### src/rtl/mips_debug_ctrl.sv
// Debug/control engine between a byte UART and the MIPS pipeline: program load,
// run/step control, and a PC/cycle-counter/register/memory dump after each run.
module mips_debug_ctrl #(
    parameter int DATA_WIDTH     = 32,
    parameter int NREGS          = 32,
    parameter int DUMP_MEM_WORDS = 32,
    parameter int RUN_TIMEOUT    = 0
) (
    input  logic                  i_clock,
    input  logic                  i_reset,
    input  logic [7:0]            i_rx_data,
    input  logic                  i_rx_valid,
    output logic [7:0]            o_tx_data,
    output logic                  o_tx_valid,
    input  logic                  i_tx_ready,
    output logic [DATA_WIDTH-1:0] o_instr,
    output logic [DATA_WIDTH-1:0] o_instr_addr,
    output logic                  o_instr_we,
    output logic                  o_loading,
    output logic                  o_start,
    output logic                  o_step,
    input  logic                  i_finish,
    input  logic [DATA_WIDTH-1:0] i_pc,
    output logic [4:0]            o_reg_addr,
    input  logic [DATA_WIDTH-1:0] i_reg,
    output logic [DATA_WIDTH-1:0] o_mem_addr,
    input  logic [DATA_WIDTH-1:0] i_mem
);
    localparam int NBYTES = DATA_WIDTH / 8;
    localparam int BW     = (NBYTES > 1) ? $clog2(NBYTES) : 1;
    localparam int NWORDS = 2 + NREGS + DUMP_MEM_WORDS;
    localparam int IDXW   = $clog2(NWORDS + 1);

    typedef enum logic [3:0] {
        IDLE, LOAD_CNT, LOAD_BYTE, LOAD_WR, RUN, STEP, SETTLE,
        DUMP_ADDR, DUMP_SAMPLE, DUMP_SEND
    } state_t;

    state_t                state_q;
    logic [7:0]            cnt_q, word_q;
    logic [BW-1:0]         byte_q;
    logic [IDXW-1:0]       widx_q;
    logic [DATA_WIDTH-1:0] shift_q, instr_q, instr_addr_q, cyc_q, run_q, mem_addr_q;
    logic [4:0]            reg_addr_q;
    logic                  we_q, loading_q, start_q, step_q, tx_valid_q, halted_q;

    logic [IDXW-1:0]       widx_d;
    logic [4:0]            reg_addr_d;
    logic [DATA_WIDTH-1:0] mem_addr_d, run_d, dump_word;
    logic                  timeout;

    assign widx_d     = widx_q + IDXW'(1);
    assign reg_addr_d = 5'(widx_d - IDXW'(2));
    assign mem_addr_d = DATA_WIDTH'(widx_d - IDXW'(2 + NREGS)) << 2;
    assign run_d      = run_q + DATA_WIDTH'(1);
    assign timeout    = (RUN_TIMEOUT != 0) && (run_d == DATA_WIDTH'(RUN_TIMEOUT));

    // Word layout of a dump: PC, cycle counter, registers, then memory.
    always_comb begin
        dump_word = i_mem;
        if (widx_q == '0)
            dump_word = i_pc;
        else if (widx_q == IDXW'(1))
            dump_word = cyc_q;
        else if (widx_q < IDXW'(2 + NREGS))
            dump_word = i_reg;
    end

    always_ff @(posedge i_clock or posedge i_reset) begin
        if (i_reset) begin
            state_q      <= IDLE;
            cnt_q        <= '0;
            word_q       <= '0;
            byte_q       <= '0;
            widx_q       <= '0;
            shift_q      <= '0;
            instr_q      <= '0;
            instr_addr_q <= '0;
            cyc_q        <= '0;
            run_q        <= '0;
            mem_addr_q   <= '0;
            reg_addr_q   <= '0;
            we_q         <= 1'b0;
            loading_q    <= 1'b0;
            start_q      <= 1'b0;
            step_q       <= 1'b0;
            tx_valid_q   <= 1'b0;
            halted_q     <= 1'b0;
        end else begin
            we_q   <= 1'b0;
            step_q <= 1'b0;
            case (state_q)
                IDLE: if (i_rx_valid) begin
                    case (i_rx_data)
                        8'h4C: begin
                            state_q   <= LOAD_CNT;
                            loading_q <= 1'b1;
                        end
                        8'h43: begin
                            widx_q <= '0;
                            if (halted_q) begin
                                state_q <= DUMP_ADDR;
                            end else begin
                                state_q <= RUN;
                                start_q <= 1'b1;
                                run_q   <= '0;
                            end
                        end
                        8'h53: begin
                            widx_q <= '0;
                            if (halted_q) begin
                                state_q <= DUMP_ADDR;
                            end else begin
                                state_q <= STEP;
                                step_q  <= 1'b1;
                            end
                        end
                        8'h44: begin
                            widx_q  <= '0;
                            state_q <= DUMP_ADDR;
                        end
                        default: ;
                    endcase
                end
                LOAD_CNT: if (i_rx_valid) begin
                    if (i_rx_data == 8'd0) begin
                        state_q   <= IDLE;
                        loading_q <= 1'b0;
                    end else begin
                        cnt_q   <= i_rx_data;
                        word_q  <= '0;
                        byte_q  <= '0;
                        state_q <= LOAD_BYTE;
                    end
                end
                LOAD_BYTE: if (i_rx_valid) begin
                    // Bytes arrive LSB first: shift in from the top.
                    instr_q <= (instr_q >> 8) | (DATA_WIDTH'(i_rx_data) << (DATA_WIDTH - 8));
                    if (byte_q == BW'(NBYTES - 1)) begin
                        byte_q       <= '0;
                        we_q         <= 1'b1;
                        instr_addr_q <= DATA_WIDTH'(word_q) << 2;
                        state_q      <= LOAD_WR;
                    end else begin
                        byte_q <= byte_q + BW'(1);
                    end
                end
                LOAD_WR: begin
                    word_q <= word_q + 8'd1;
                    if (word_q == cnt_q - 8'd1) begin
                        state_q   <= IDLE;
                        loading_q <= 1'b0;
                    end else begin
                        state_q <= LOAD_BYTE;
                    end
                end
                RUN: begin
                    cyc_q <= cyc_q + DATA_WIDTH'(1);
                    run_q <= run_d;
                    if (i_finish || timeout) begin
                        start_q <= 1'b0;
                        state_q <= DUMP_ADDR;
                        if (i_finish)
                            halted_q <= 1'b1;
                    end
                end
                STEP: begin
                    cyc_q   <= cyc_q + DATA_WIDTH'(1);
                    state_q <= SETTLE;
                    if (i_finish)
                        halted_q <= 1'b1;
                end
                SETTLE: begin
                    state_q <= DUMP_ADDR;
                    if (i_finish)
                        halted_q <= 1'b1;
                end
                DUMP_ADDR: state_q <= DUMP_SAMPLE;
                DUMP_SAMPLE: begin
                    shift_q    <= dump_word;
                    byte_q     <= '0;
                    tx_valid_q <= 1'b1;
                    state_q    <= DUMP_SEND;
                end
                DUMP_SEND: if (i_tx_ready) begin
                    if (byte_q == BW'(NBYTES - 1)) begin
                        tx_valid_q <= 1'b0;
                        if (widx_q == IDXW'(NWORDS - 1)) begin
                            state_q <= IDLE;
                        end else begin
                            widx_q  <= widx_d;
                            state_q <= DUMP_ADDR;
                            // Read address is set up on entry so data is ready in DUMP_SAMPLE.
                            if (widx_d >= IDXW'(2 + NREGS))
                                mem_addr_q <= mem_addr_d;
                            else if (widx_d >= IDXW'(2))
                                reg_addr_q <= reg_addr_d;
                        end
                    end else begin
                        shift_q <= shift_q >> 8;
                        byte_q  <= byte_q + BW'(1);
                    end
                end
                default: state_q <= IDLE;
            endcase
        end
    end

    assign o_tx_data    = shift_q[7:0];
    assign o_tx_valid   = tx_valid_q;
    assign o_instr      = instr_q;
    assign o_instr_addr = instr_addr_q;
    assign o_instr_we   = we_q;
    assign o_loading    = loading_q;
    assign o_start      = start_q;
    assign o_step       = step_q;
    assign o_reg_addr   = reg_addr_q;
    assign o_mem_addr   = mem_addr_q;

endmodule

### config.mk
export PLATFORM = sky130hd
export DESIGN_NAME = mips_debug_ctrl
export DESIGN_NICKNAME = d
export VERILOG_FILES = /design/src/rtl/mips_debug_ctrl.sv
export SDC_FILE = /design/constraint.sdc
export NUM_CORES = 1
export LEC_CHECK = 0
export ABC_AREA = 1
export BUFFER_PORTS_ARGS = -buffer_cell sky130_fd_sc_hd__buf_2
export CAP_MARGIN = 20
export CORE_MARGIN = 2
export CORE_UTILIZATION = 59
export CTS_BUF_LIST = sky130_fd_sc_hd__clkbuf_16
export DETAILED_ROUTE_END_ITERATION = 8
export PLACE_DENSITY_LB_ADDON = 0.15
export SLEW_MARGIN = 10
export SYNTH_ARGS = -nofsm -noshare
export SYNTH_HDL_FRONTEND = slang
export SYNTH_SLANG_ARGS = --single-unit
### constraint.sdc
create_clock -name i_clock -period 12.6 [get_ports i_clock]
set_input_delay 0.63 -clock i_clock [delete_from_list [all_inputs] [get_ports i_clock]]
set_output_delay 0.63 -clock i_clock [all_outputs]
set_load 0.02 [all_outputs]
* Yosys cells after proc, flatten, opt, wreduce, memory -nomap -nowiden
Cells that the tools add are included.
Storage, ports and cells: flip-flop bits (word level) 174, input port bits 109, output and inout bits 114, word-level logic and storage cells 148
Cells by class: add/sub/neg operators 7, $lt $le $gt $ge 3, equal/unequal tests 34, multiplexer cells 57, bitwise gates (word level) 4, reductions and logical operators 26
Operator list (count):
- two-way mux 32 bit | 5
- one-hot mux 32 bit (2 select lines) | 1
- one-hot mux 4 bit (10 select lines) | 1
- two-way mux 7 bit | 5
- adder 32 x 1 -> 32 bit (second input constant) | 1
- == test 8 x 7 -> 1 bit (second input constant) | 4
- OR 24 x 32 -> 32 bit | 1
- two-way mux 4 bit | 7
- inequality test 2 bit (second input constant) | 14
- AND reduction 6 bit | 4
- two-way mux 2 bit | 10
- two-way mux 1 bit | 18
- == test 4 x 3 -> 1 bit (second input constant) | 4
- two-way mux 8 bit | 2
- one-hot mux 4 bit (4 select lines) | 1
- one-hot mux 8 bit (2 select lines) | 1
- AND reduction 3 bit | 5
- one-hot mux 7 bit (2 select lines) | 1
- AND reduction 5 bit | 2
- adder 8 x 1 -> 8 bit (second input constant) | 1
- == test 4 x 2 -> 1 bit (second input constant) | 2
- == test 4 bit (second input constant) | 2
- == test 8 bit | 1
- logical NOT 8 bit | 1
- 28 further kinds | 37

* Depth between registers and ports, before layout
Gate-level depths: netlist (run 1).
word-level depth 5, depth in mapped cells 15, gate-level depth less buffers 15

* Worst setup path after synthesis (run 1)
Ideal clock, no wire load.
path type register to register, start point register widx_q[0], end point register reg_addr_q[0], in the netlist o_reg_addr[0], library setup time 0.117 ns, data arrival time 1.853 ns, required time 12.483 ns, path slack 10.630 ns, cell stages (with the launch flop) 11, buffers on the path 0, clock period less this slack 1.970 ns, cell sequence dfrtp_1 -> inv_1 -> ha_1 -> inv_1 -> ha_1 -> nand3_1 -> nor2_1 -> a21oi_1 -> nand2_2 -> nand2_1 -> nand2_1
On the way: word-level cells in the longest chain between the ends 4, elaborated cells between the ends (all ways) 8, classes of those cells add/sub (2); order compare (2); eq/ne (1); bitwise (2); reduce/logical (1)
Ends and longest elaborated chain:
- from (decl) | RTL line 42 | logic [IDXW-1:0] widx_q;
- from (signal assigned) | RTL line 191 | widx_q <= widx_d;
- adder 7 x 1 -> 7 bit | RTL line 52 | assign widx_d = widx_q + IDXW'(1);
- >= comparator 7 x 6 -> 1 bit | RTL line 194 | if (widx_d >= IDXW'(2 + NREGS))
- NOT 1 bit (no line)
- AND reduction 6 bit (no line)
- to (signal assigned) | RTL line 197 | reg_addr_q <= reg_addr_d;
- to (decl) | RTL line 44 | logic [4:0] reg_addr_q;
Several ways; a longest one is shown, not always the timed one. A chain may end at the register's enable or synchronous reset.

* Final worst setup path (run 1)
start point register state_q[0], end point register shift_q[20]
On the way: word-level cells in the longest chain between the ends 3, elaborated cells between the ends (all ways) 7, classes of those cells eq/ne (4); mux (1); reduce/logical (2)
Ends and longest elaborated chain:
- from (decl) | RTL line 39 | state_t state_q;
- from (signal assigned) | RTL line 71 | state_q <= IDLE;
- from (signal assigned) | RTL line 96 | state_q <= LOAD_CNT;
- from (signal assigned) | RTL line 102 | state_q <= DUMP_ADDR;
- == test 4 bit | RTL line 92 | case (state_q)
- inequality test 2 bit (no line) or nonzero test 2 bit (tied branches)
- AND reduction 3 bit (no line)
- to (signal assigned) | RTL line 180 | shift_q <= dump_word;
- to (signal assigned) | RTL line 200 | shift_q <= shift_q >> 8;
- to (decl) | RTL line 43 | logic [DATA_WIDTH-1:0] shift_q, instr_q, instr_addr_q, cyc_q, run_q, mem_addr_q;
Several ways; a longest one is shown, not always the timed one.

==> summary.txt, run 1 <==
Run status
  – Status: finished clean

Final layout
  – Non-filler cells, final: ~1,600
  – Share of layout cells above drive strength 1: about a fifth
  – Final net count: roughly 1,500
  – Area growth, synth to finish: 14.81%
  – Fillers: between 1,000 and 1,500

CTS
  – Root Buffer: clkbuf_16
  – CTS Buf Count: 17
  – H-tree lvl count: 4
  – Skew-Pair Late Insertion Delay: roughly 0.43 ns
  – Clock Tree Buf Depth: 2
  – Post-CTS sizing: 0
  – Post-CTS Setup Bufs: 0
  – Hold-fix buffers, CTS: 0
  – Total clock sinks: approximately 150
  – CTS tree: done
  – Clock transition at the registers of the reported paths: approximately 0.07 ns

Detailed routing
  – First-pass DRT Iterations: 5
  – DRC viols: 0
  – DR iter-0 viols: ~770
  – Final ANT Viol Nets: 0
  – Routed Wire Length: roughly 23,000 µm
  – DR WL/cell: roughly 14 µm
  – DR vias: between 8,000 and 9,000
  – Number of vias per cell: roughly 5.2

Worst setup path
  – Worst-path maximum fanout: 34
  – Crit path capture type: register
  – Worst Setup SP: state_q[0]
  – WP data arrival: between 3 and 4 ns
  – Critical Path Start Type: register
  – Register-to-Register Path Depth: 10
  – R2R Setup Slk: between 9 and 10 ns
  – RR Startpoint: state_q[0]
  – R2r endpoint: shift_q[20]
  – CP Capture Point: shift_q[20]
  – Required @ worst endpoint: between 10 and 15 ns
  – Crit path kind: reg2reg

Global routing
  – GRT overflow: 0
  – Vias in the first global route: ~7,600
  – First-pass GRT wire length: between 30,000 and 40,000 µm
  – Initial antenna violation count: 1
  – Largest net degree at the start of global routing: 84
  – GRT Total Usage: 28.31%

Synthesis
  – Cells after Synth: 1,261
  – Count of cell types in the netlist: 39
  – Syn. warnings: 0
  – EDFF count, synth: 0
  – Seq/Total Area, Yosys: a little over two fifths
  – Top post-synthesis cells by area: dfrtp_1 (42%), nand2_1 (15%), inv_1 (5.7%), nor2_1 (5.5%), nand3_1 (5.1%)
  – Post-synth top area cell: dfrtp_1
  – Commonest cells post-synth: nand2_1 (358), dfrtp_1 (152), inv_1 (139)
  – Main synth FF type: dfrtp_1
  – Post-synth ARST share: 100.0%
  – #FFs+latches synth: between 150 and 200
  – Cell Area, Synth: 0.009130 mm²
  – Post-synth top area share: between 40% and 50%
  – Most common cell in the netlist: nand2_1
  – Post-Syn Area per Cell: ~7.2 µm²

Power and ir drop
  – PnR Total Power: 2.152 mW
  – Power density over cell area: approximately 210 mW/mm²
  – IR drop worst, VDD: roughly 0.12 mV
  – Leak Pwr: between 5 and 6 nW

Placed design
  – Pre-CTS setup slack: 9.076 ns
  – Port bufs: 196
  – Post-DP HPWL: ~17,000 µm
  – Dpl cells: around 1,600
  – Gpl congestion: between 0.9 and 1

STA
  – Setup TNS Final: 0 ns
  – Fin. max-slew vios: 0
  – Final Hold Vio Count: 0
  – # setup viols final: 0
  – Final period util: between 20% and 30%
  – Setup Skew: approximately 0.0095 ns
  – Worst hold slack: roughly 0.30 ns
  – Normalized max-slew margin: 31.40%
  – Setup ws final: roughly 9 ns
  – Worst-Margin Slew: a little over 1 ns
  – Period minus WS final: ~3.6 ns
  – RSZ-0062 raised after global routing: no
  – FMAX: 278.6 MHz

Run
  – Max-cap violations: 0

Die
  – Top-Level Pins: 223
  – Die area: roughly 0.016 mm²
  – Die Span Y: approximately 130 µm
  – Die width: about 130 µm
  – Starting Density: between 60% and 70%
  – Core area: 0.01515 mm²
  – Site Rows: 45

Hold path
  – Worst hold path type: in2async
[kinds of logic (layout without fill, tap and decap cells)]
family	Yosys count	count (layout)	synth area share (%)
AOI/OAI and AO/OA	164	164	9.497
xor gates and xnor gates	45	45	4.564
adders and majority gates	9	9	1.233
buffers and inverters	245	381	13.05
DFF	152	152	41.66
other	1	27	0.04107
and+or+nand+nor	645	645	29.96
[cell type report]
type,instances,area (µm²),share of cell area [%]
antenna,1,2.502,0.02387
tap,188,235.2,2.244
multi-input combinational,889,4240,40.45
timing repair buffer,203,1066,10.17
inverter,146,555.5,5.300
clock inverter,15,153.9,1.468
clock buffer,17,425.4,4.058
sequential,152,3804,36.29
[state kept, by name, indices dropped and copies added, names as in the netlist]
signal,count
halted_q,1
o_tx_valid,1
widx_q,7
o_instr_we,1
o_reg_addr,5
o_loading,1
o_instr,32
o_start,1
byte_q,2
word_q,8
shift_q,32
cyc_q,32
o_step,1
state_q,4
o_mem_addr,8
o_instr_addr,8
cnt_q,8
[per-stage QoR]
step,instance area [µm²],util (%)
global placement,9851,65.04
detailed placement,9851,65.04
floorplan,9224,-
global route,10480,69.19
CTS,10430,68.86
finish,10480,69.21
[per-layer routing]
layer	routed length, µm	GRT usage, %	vias up
li1	-	-	4186
met5	0	0	-
met1	10060	39.57	3916
met2	11010	46.34	270
met4	238	6.399	0
met3	1443	5.239	17
[cells in the final DEF (no fill, tap or decap), types with 4 or more instances in the layout]
| cell type | synthesis | final |
|---|---|---|
| nor2_1 | 134 | 133 |
| ha_1 | 9 | 9 |
| nor4_1 | 6 | 6 |
| clkbuf_16 | 0 | 17 |
| inv_6 | 0 | 8 |
| inv_2 | 6 | 6 |
| nor3_1 | 19 | 19 |
| o21ai_0 | 46 | 46 |
| nand3_1 | 93 | 93 |
| o21ai_1 | 21 | 21 |
| xor2_1 | 30 | 30 |
| dfrtp_1 | 152 | 152 |
| nand4_1 | 7 | 7 |
| nor2_4 | 8 | 8 |
| conb_1 | 1 | 26 |
| buf_4 | 62 | 5 |
| xnor2_1 | 12 | 12 |
| buf_2 | 17 | 196 |
| nor2_2 | 5 | 6 |
| nand2_2 | 6 | 7 |
| a21oi_1 | 83 | 83 |
| inv_8 | 0 | 4 |
| nand2_1 | 358 | 357 |
| o22ai_1 | 4 | 4 |
| inv_1 | 139 | 138 |
[worst min-delay path by stage]
stage	from	end	cells past startpoint
after floorplan	shift_q[14]	shift_q[14]	2
after global placement	o_instr[7]	o_instr[7]	2
after detailed placement	o_instr[6]	o_instr[6]	2
after CTS	i_reset	o_instr[2]	2
after global routing	i_reset	o_instr[18]	2
final	i_reset	o_instr[2]	2
[worst max-delay path: stages, from the launching register on]
cell and delay (ns):
dfrtp_1 0.90, inv_1 0.22, nor2_1 0.14, nand2_1 0.17, inv_1 0.79, nand2_1 0.12
nand2_1 0.10, buf_4 0.32, inv_1 0.39, nor2_1 0.22, a21oi_1 0.06
[power by group]
group	internal (mW)	leakage [nW]	switching, mW
Combinational	0.291	3.55	0.594
Clock	0.281	0.289	0.227
Sequential	0.635	1.95	0.125
Total	1.21	5.79	0.946
Power figures use the tool's default switching activity.
==> run 2, diff against run 1 <==
--- a/config.mk
+++ b/config.mk
@@ -9,7 +9,7 @@
 export BUFFER_PORTS_ARGS = -buffer_cell sky130_fd_sc_hd__buf_2
 export CAP_MARGIN = 20
 export CORE_MARGIN = 2
-export CORE_UTILIZATION = 59
+export CORE_UTILIZATION = 55
 export CTS_BUF_LIST = sky130_fd_sc_hd__clkbuf_16
 export DETAILED_ROUTE_END_ITERATION = 8
 export PLACE_DENSITY_LB_ADDON = 0.15
==> constraint.sdc (replaced) <==
create_clock -name i_clock -period 3.6 [get_ports i_clock]
set_input_delay 0.18 -clock i_clock [delete_from_list [all_inputs] [get_ports i_clock]]
set_output_delay 0.18 -clock i_clock [all_outputs]
set_load 0.02 [all_outputs]
==> summary.txt, run 2 (synthesis gave the netlist of run 1 again) <==
CTS
  – Clock Tree Buf Depth: 2 (unchanged)
  – Skew-Pair Late Insertion Delay: 0.44 ns (about the same)
  – Clock transition at the registers of the reported paths: 0.07 ns (about the same)
  – CTS tree: done
  – CTS Buf Count: 17 (unchanged)
  – Post-CTS Setup Bufs: 0 (unchanged)
  – Total clock sinks: 152 (unchanged)
  – H-tree lvl count: 4 (unchanged)
  – Root Buffer: clkbuf_16

STA
  – RSZ-0062 raised after global routing: no
  – Worst hold slack: -0.01274 ns (-0.3145 ns)
  – Setup TNS Final: 0 ns (unchanged)
  – Worst-Margin Slew: 0.7983 ns (-0.2296 ns)
  – FMAX: 397.1 MHz (+43%)
  – Setup Skew: 0.01149 ns (+0.001963 ns)
  – Final Hold Vio Count: 10 (+10)
  – # setup viols final: 0 (unchanged)
  – Normalized max-slew margin: 46.78% (+15 points)
  – Period minus WS final: 2.518 ns (-1.071 ns)
  – Fin. max-slew vios: 0 (unchanged)
  – Final period util: 69.96% (+41 points)

Final layout
  – Share of layout cells above drive strength 1: 19.41% (+0.072 points)
  – Area growth, synth to finish: 15.47%
  – Reg area: 0.003804 mm² (unchanged)
  – Non-filler cells, final: 1,647 (+2.2%)
  – Commonest non-fill, non-tap cell in the layout: nand2_1
  – Area of the multi-input gates: 0.004238 mm² (about the same)
  – Commonest cells after routing, fill and taps aside: nand2_1 (358), buf_2 (196), dfrtp_1 (152), inv_1 (139), nor2_1 (133)
  – Antenna diodes: 0 (-1)
  – Final net count: 1,532 (+0.33%)
  – Fillers: 1,445 (+8.3%)

Run
  – Max-cap violations: 0 (unchanged)

Worst setup path
  – Required @ worst endpoint: 3.95 ns (-8.96 ns)
  – Crit path capture type: register
  – Worst-path maximum fanout: 21 (-38%)
  – WP data arrival: 2.87 ns (-1.03 ns)
  – Crit path kind: reg2reg
  – Critical Path Start Type: register

Global routing
  – First-pass GRT wire length: 38,690 µm (+4.7%)
  – Initial antenna violation count: 0 (-1)
  – Largest net degree at the start of global routing: 153 (+82%)
  – Top Usage Layer GRT: met2
  – GRT Total Usage: 27.38% (-0.93 points)
  – GRT overflow: 0 (unchanged)
  – Vias in the first global route: 7,803 (+2.1%)
  – Met2 Usage GRT: 44.13% (-2.2 points)
  – M1 GR Usage: 38.19% (-1.4 points)
  – Met3 usage: 4.559% (-0.68 points)

Placed design
  – Port bufs: 196 (unchanged)
  – Dpl cells: 1,613 (+2.3%)
  – Gpl congestion: 0.9592 (+5.9%)
  – Post-DP HPWL: 17,420 µm (+3.9%)

Detailed routing
  – DR WL/cell: 14.50 µm (+2.6%)
  – DRC viols: 0 (unchanged)
  – Final ANT Viol Nets: 0 (unchanged)
  – Routed Wire Length: 23,880 µm (+4.9%)
  – First-pass DRT Iterations: 5 (unchanged)
  – Number of vias per cell: 5.134 (-1.4%)
  – DR iter-0 viols: 670 (-13%)
  – DR vias: 8,455 (+0.79%)

Die
  – Top-Level Pins: 223 (unchanged)
  – Die width: 132.8 µm (+3.5%)
  – Site Rows: 47 (+4.4%)
  – Core area: 0.01641 mm² (+8.3%)
  – Starting Density: 55.65% (-4.6 points)
  – Die Span Y: 132.8 µm (+3.5%)
  – Die area: 0.01765 mm² (+7.0%)

Run status
  – Status: finished with violations
  – Failing checks: hold timing

Power and ir drop
  – Leak Pwr: 5.795 nW (+0.12%)
  – IR drop worst, VDD: 0.4346 mV (+270%)
  – Power density over cell area: 716.8 mW/mm² (+250%)

Hold path
  – Worst hold path type: in2async
[run 2: through the flow]
stage                     utilization (%)  setup slack, ns  power (mW)  cell area, µm²
after floorplan                         -            1.503       4.947            9228
after detailed placement            60.58            1.112       5.798            9940
after global routing                64.26           0.8719       8.106           10540
after CTS                           64.09            1.106       7.572           10520
after global placement              60.58            1.271       5.741            9940
final                               64.26            1.082       7.557           10540
[run 2: power breakdown]
| group | switching, mW | total, mW | leakage, nW | internal, mW |
|---|---|---|---|---|
| Sequential | 0.454 | 2.68 | 1.95 | 2.22 |
| Combinational | 2.09 | 3.13 | 3.57 | 1.04 |
| Clock | 0.787 | 1.75 | 0.274 | 0.965 |
[run 2: layout make-up]
cell class | count | share of cell area, %
repair buffers | 208 | 10.49
clock buffers | 17 | 4.035
flip-flops and latches | 152 | 36.08
inverters | 146 | 5.258
multi-input cells | 889 | 40.20
well taps | 220 | 2.611
clock inverters | 15 | 1.329
[run 2: critical path: stages, from the launching register on]
cell,delay [ns]
dfrtp_1,0.46
inv_1,0.16
nand2_1,0.11
inv_1,0.09
nand2_1,0.32
nand2_1,0.17
nand2_1,0.24
inv_1,0.59
nor2_1,0.12
a21oi_1,0.18
[run 2: worst paths after layout]
path                         startpoint          to  slack [ns]  depth (start not counted)
max                          state_q[0]  shift_q[0]        1.08                          9
max in group asynchronous       i_reset   cyc_q[20]        3.05                          3
min in group i_clock       i_rx_data[7]    cnt_q[7]        0.05                          3
min reg2reg                  o_instr[1]  o_instr[1]        0.47                          2
max reg2reg                  state_q[0]  shift_q[0]        1.08                          9
min                             i_reset     o_start       -0.01                          3
[run 2: layer usage]
metal,share of wire (%),up-vias
li1,-,4202
met1,46,3971
met2,48,252
met3,5.0,30
met4,1.5,0
met5,0,-
[run 2: timing repair]
| item | 4_1_cts | 5_1_grt |
|---|---|---|
| endpoints found under the hold margin | 1 | 0 |
| hold buffers | 1 | 0 |
| resized for setup | 0 | 0 |
==> run 3, diff against run 2 <==
==> constraint.sdc (replaced) <==
create_clock -name i_clock -period 2.6 [get_ports i_clock]
set_input_delay 0.13 -clock i_clock [delete_from_list [all_inputs] [get_ports i_clock]]
set_output_delay 0.13 -clock i_clock [all_outputs]
set_load 0.02 [all_outputs]
==> summary.txt, run 3 (synthesis gave the netlist of run 1 again) <==
Placed design
  – Port bufs: 196 (unchanged)
  – Post-DP HPWL: 16,800 µm (-3.6%)
  – Dpl cells: 1,618 (+0.31%)
  – Gpl congestion: 0.8776 (-8.5%)

Detailed routing
  – Number of vias per cell: 5.104 (-0.57%)
  – DR iter-0 viols: 552 (-18%)
  – DRC viols: 0 (unchanged)
  – First-pass DRT Iterations: 5 (unchanged)
  – DR vias: 8,453 (-0.024%)
  – DR WL/cell: 13.89 µm (-4.2%)
  – Final ANT Viol Nets: 0 (unchanged)
  – Routed Wire Length: 23,010 µm (-3.7%)

Die
  – Die Span Y: 132.8 µm (unchanged)
  – Site Rows: 47 (unchanged)
  – Top-Level Pins: 223 (unchanged)
  – Die area: 0.01765 mm² (unchanged)
  – Die width: 132.8 µm (unchanged)
  – Core area: 0.01641 mm² (unchanged)
  – Starting Density: 55.65% (unchanged)

Final layout
  – Commonest non-fill, non-tap cell in the layout: nand2_1
  – Non-filler cells, final: 1,656 (+0.55%)
  – Share of layout cells above drive strength 1: 19.79% (+0.38 points)
  – Area growth, synth to finish: 17.21%
  – Final net count: 1,540 (+0.52%)
  – Post-layout util: 65.23% (+0.97 points)
  – Commonest cells after routing, fill and taps aside: nand2_1 (358), buf_2 (196), dfrtp_1 (152), inv_1 (138), nor2_1 (133)

Global routing
  – Initial antenna violation count: 1 (+1)
  – GRT Total Usage: 26.41% (-0.97 points)
  – Vias in the first global route: 7,778 (-0.32%)
  – GRT overflow: 0 (unchanged)
  – First-pass GRT wire length: 37,480 µm (-3.1%)
  – Largest net degree at the start of global routing: 45 (-71%)

CTS
  – Post-CTS sizing: 0 (unchanged)
  – CTS Buf Count: 17 (unchanged)
  – Clock Tree Buf Depth: 2 (unchanged)
  – H-tree lvl count: 4 (unchanged)
  – Root Buffer: clkbuf_16
  – Skew-Pair Late Insertion Delay: 0.43 ns (about the same)
  – CTS tree: done
  – Total clock sinks: 152 (unchanged)
  – Hold-fix buffers, CTS: 4 (+3)
  – Post-CTS Setup Bufs: 0 (unchanged)
  – Clock transition at the registers of the reported paths: 0.07 ns (about the same)

STA
  – Setup TNS Final: 0 ns (unchanged)
  – Worst-Margin Slew: 0.7139 ns (-0.08445 ns)
  – Worst hold slack: 0.01462 ns (+0.02736 ns)
  – # setup viols final: 0 (unchanged)
  – Period minus WS final: 2.324 ns (-0.1949 ns)
  – Fin. max-slew vios: 0 (unchanged)
  – Final Hold Vio Count: 0 (-10)
  – Final period util: 89.37% (+19 points)
  – FMAX: 430.4 MHz (+8.4%)
  – Normalized max-slew margin: 52.31% (+5.5 points)
  – RSZ-0062 raised after global routing: no
  – Setup Skew: 0.009701 ns (-0.001788 ns)

Run
  – Max-cap violations: 0 (unchanged)

Power and ir drop
  – PnR Total Power: 10.68 mW (+41%)
  – Leak Pwr: 5.880 nW (+1.5%)
  – Power density over cell area: 998.1 mW/mm² (+39%)
  – IR drop worst, VDD: 0.6513 mV (+50%)

Worst setup path
  – RR Startpoint: widx_q[0]
  – Crit path kind: reg2reg
  – Required @ worst endpoint: 2.91 ns (-1.04 ns)
  – Worst-path maximum fanout: 6 (-71%)
  – R2R Setup Slk: 0.28 ns (-0.81 ns)
  – WP data arrival: 2.64 ns (-0.23 ns)
  – Register-to-Register Path Depth: 10 (+1)
  – Worst Setup SP: widx_q[0]
  – R2r endpoint: o_reg_addr[3]
  – Critical Path Start Type: register
  – Crit path capture type: register
  – CP Capture Point: o_reg_addr[3]

Hold path
  – Worst hold path type: in2reg
  – Hold depth: 3

Run status
  – Status: finished clean
-- run 3: cell type report --
type                       instances  area (µm²)
antenna                            1       2.502
clock buffer                      17       425.4
clock inverter                    15       203.9
fill                            1491        5705
inverter                         146       554.3
multi-input combinational        889        4238
sequential                       152        3804
tap                              220       275.3
timing repair buffer             216        1199
-- run 3: worst max-delay path, stage by stage, from the launching register on --
cell	delay, ns
dfrtp_1	0.46
inv_1	0.12
ha_1	0.38
inv_1	0.12
ha_1	0.24
nand3_1	0.15
nor2_1	0.07
a21oi_1	0.39
nand2_2	0.16
nand2_1	0.09
nand2_1	0.05
-- run 3: worst min path at each step --
stage | from | to | slack, ns
2_1_floorplan | i_finish | o_start | 0.24
3_3_place_gp | i_reset | o_instr[11] | 0.27
3_5_place_dp | i_reset | o_instr[11] | 0.29
4_1_cts | i_rx_data[5] | cnt_q[5] | 0.00009
5_1_grt | i_rx_data[5] | cnt_q[5] | 0.03
6_report | i_rx_data[5] | cnt_q[5] | 0.01
-- run 3: report_power, final --
group          internal, mW  total [mW]  leakage (nW)  switching, mW
Sequential             3.08        3.63          1.95          0.556
Clock                  1.56        2.65         0.312           1.10
Combinational          1.44        4.39          3.62           2.95
Total                  6.08        10.7          5.88           4.60
-- run 3: per-layer routing --
metal / vias to the layer above / share of wire, % / track usage, %
li1: 4213 / - / -
met1: 3900 / 45 / 36.56
met2: 300 / 47 / 42.23
met3: 40 / 5.8 / 5.287
met4: 0 / 2.2 / 7.945
met5: - / 0 / 0
-- run 3: metrics by stage --
stage	setup WS, ns	area [µm²]
floorplan	0.5531	9228
global placement	0.3607	10000
detailed placement	0.3190	10000
CTS	0.2804	10670
global route	0.07184	10700
finish	0.2764	10700
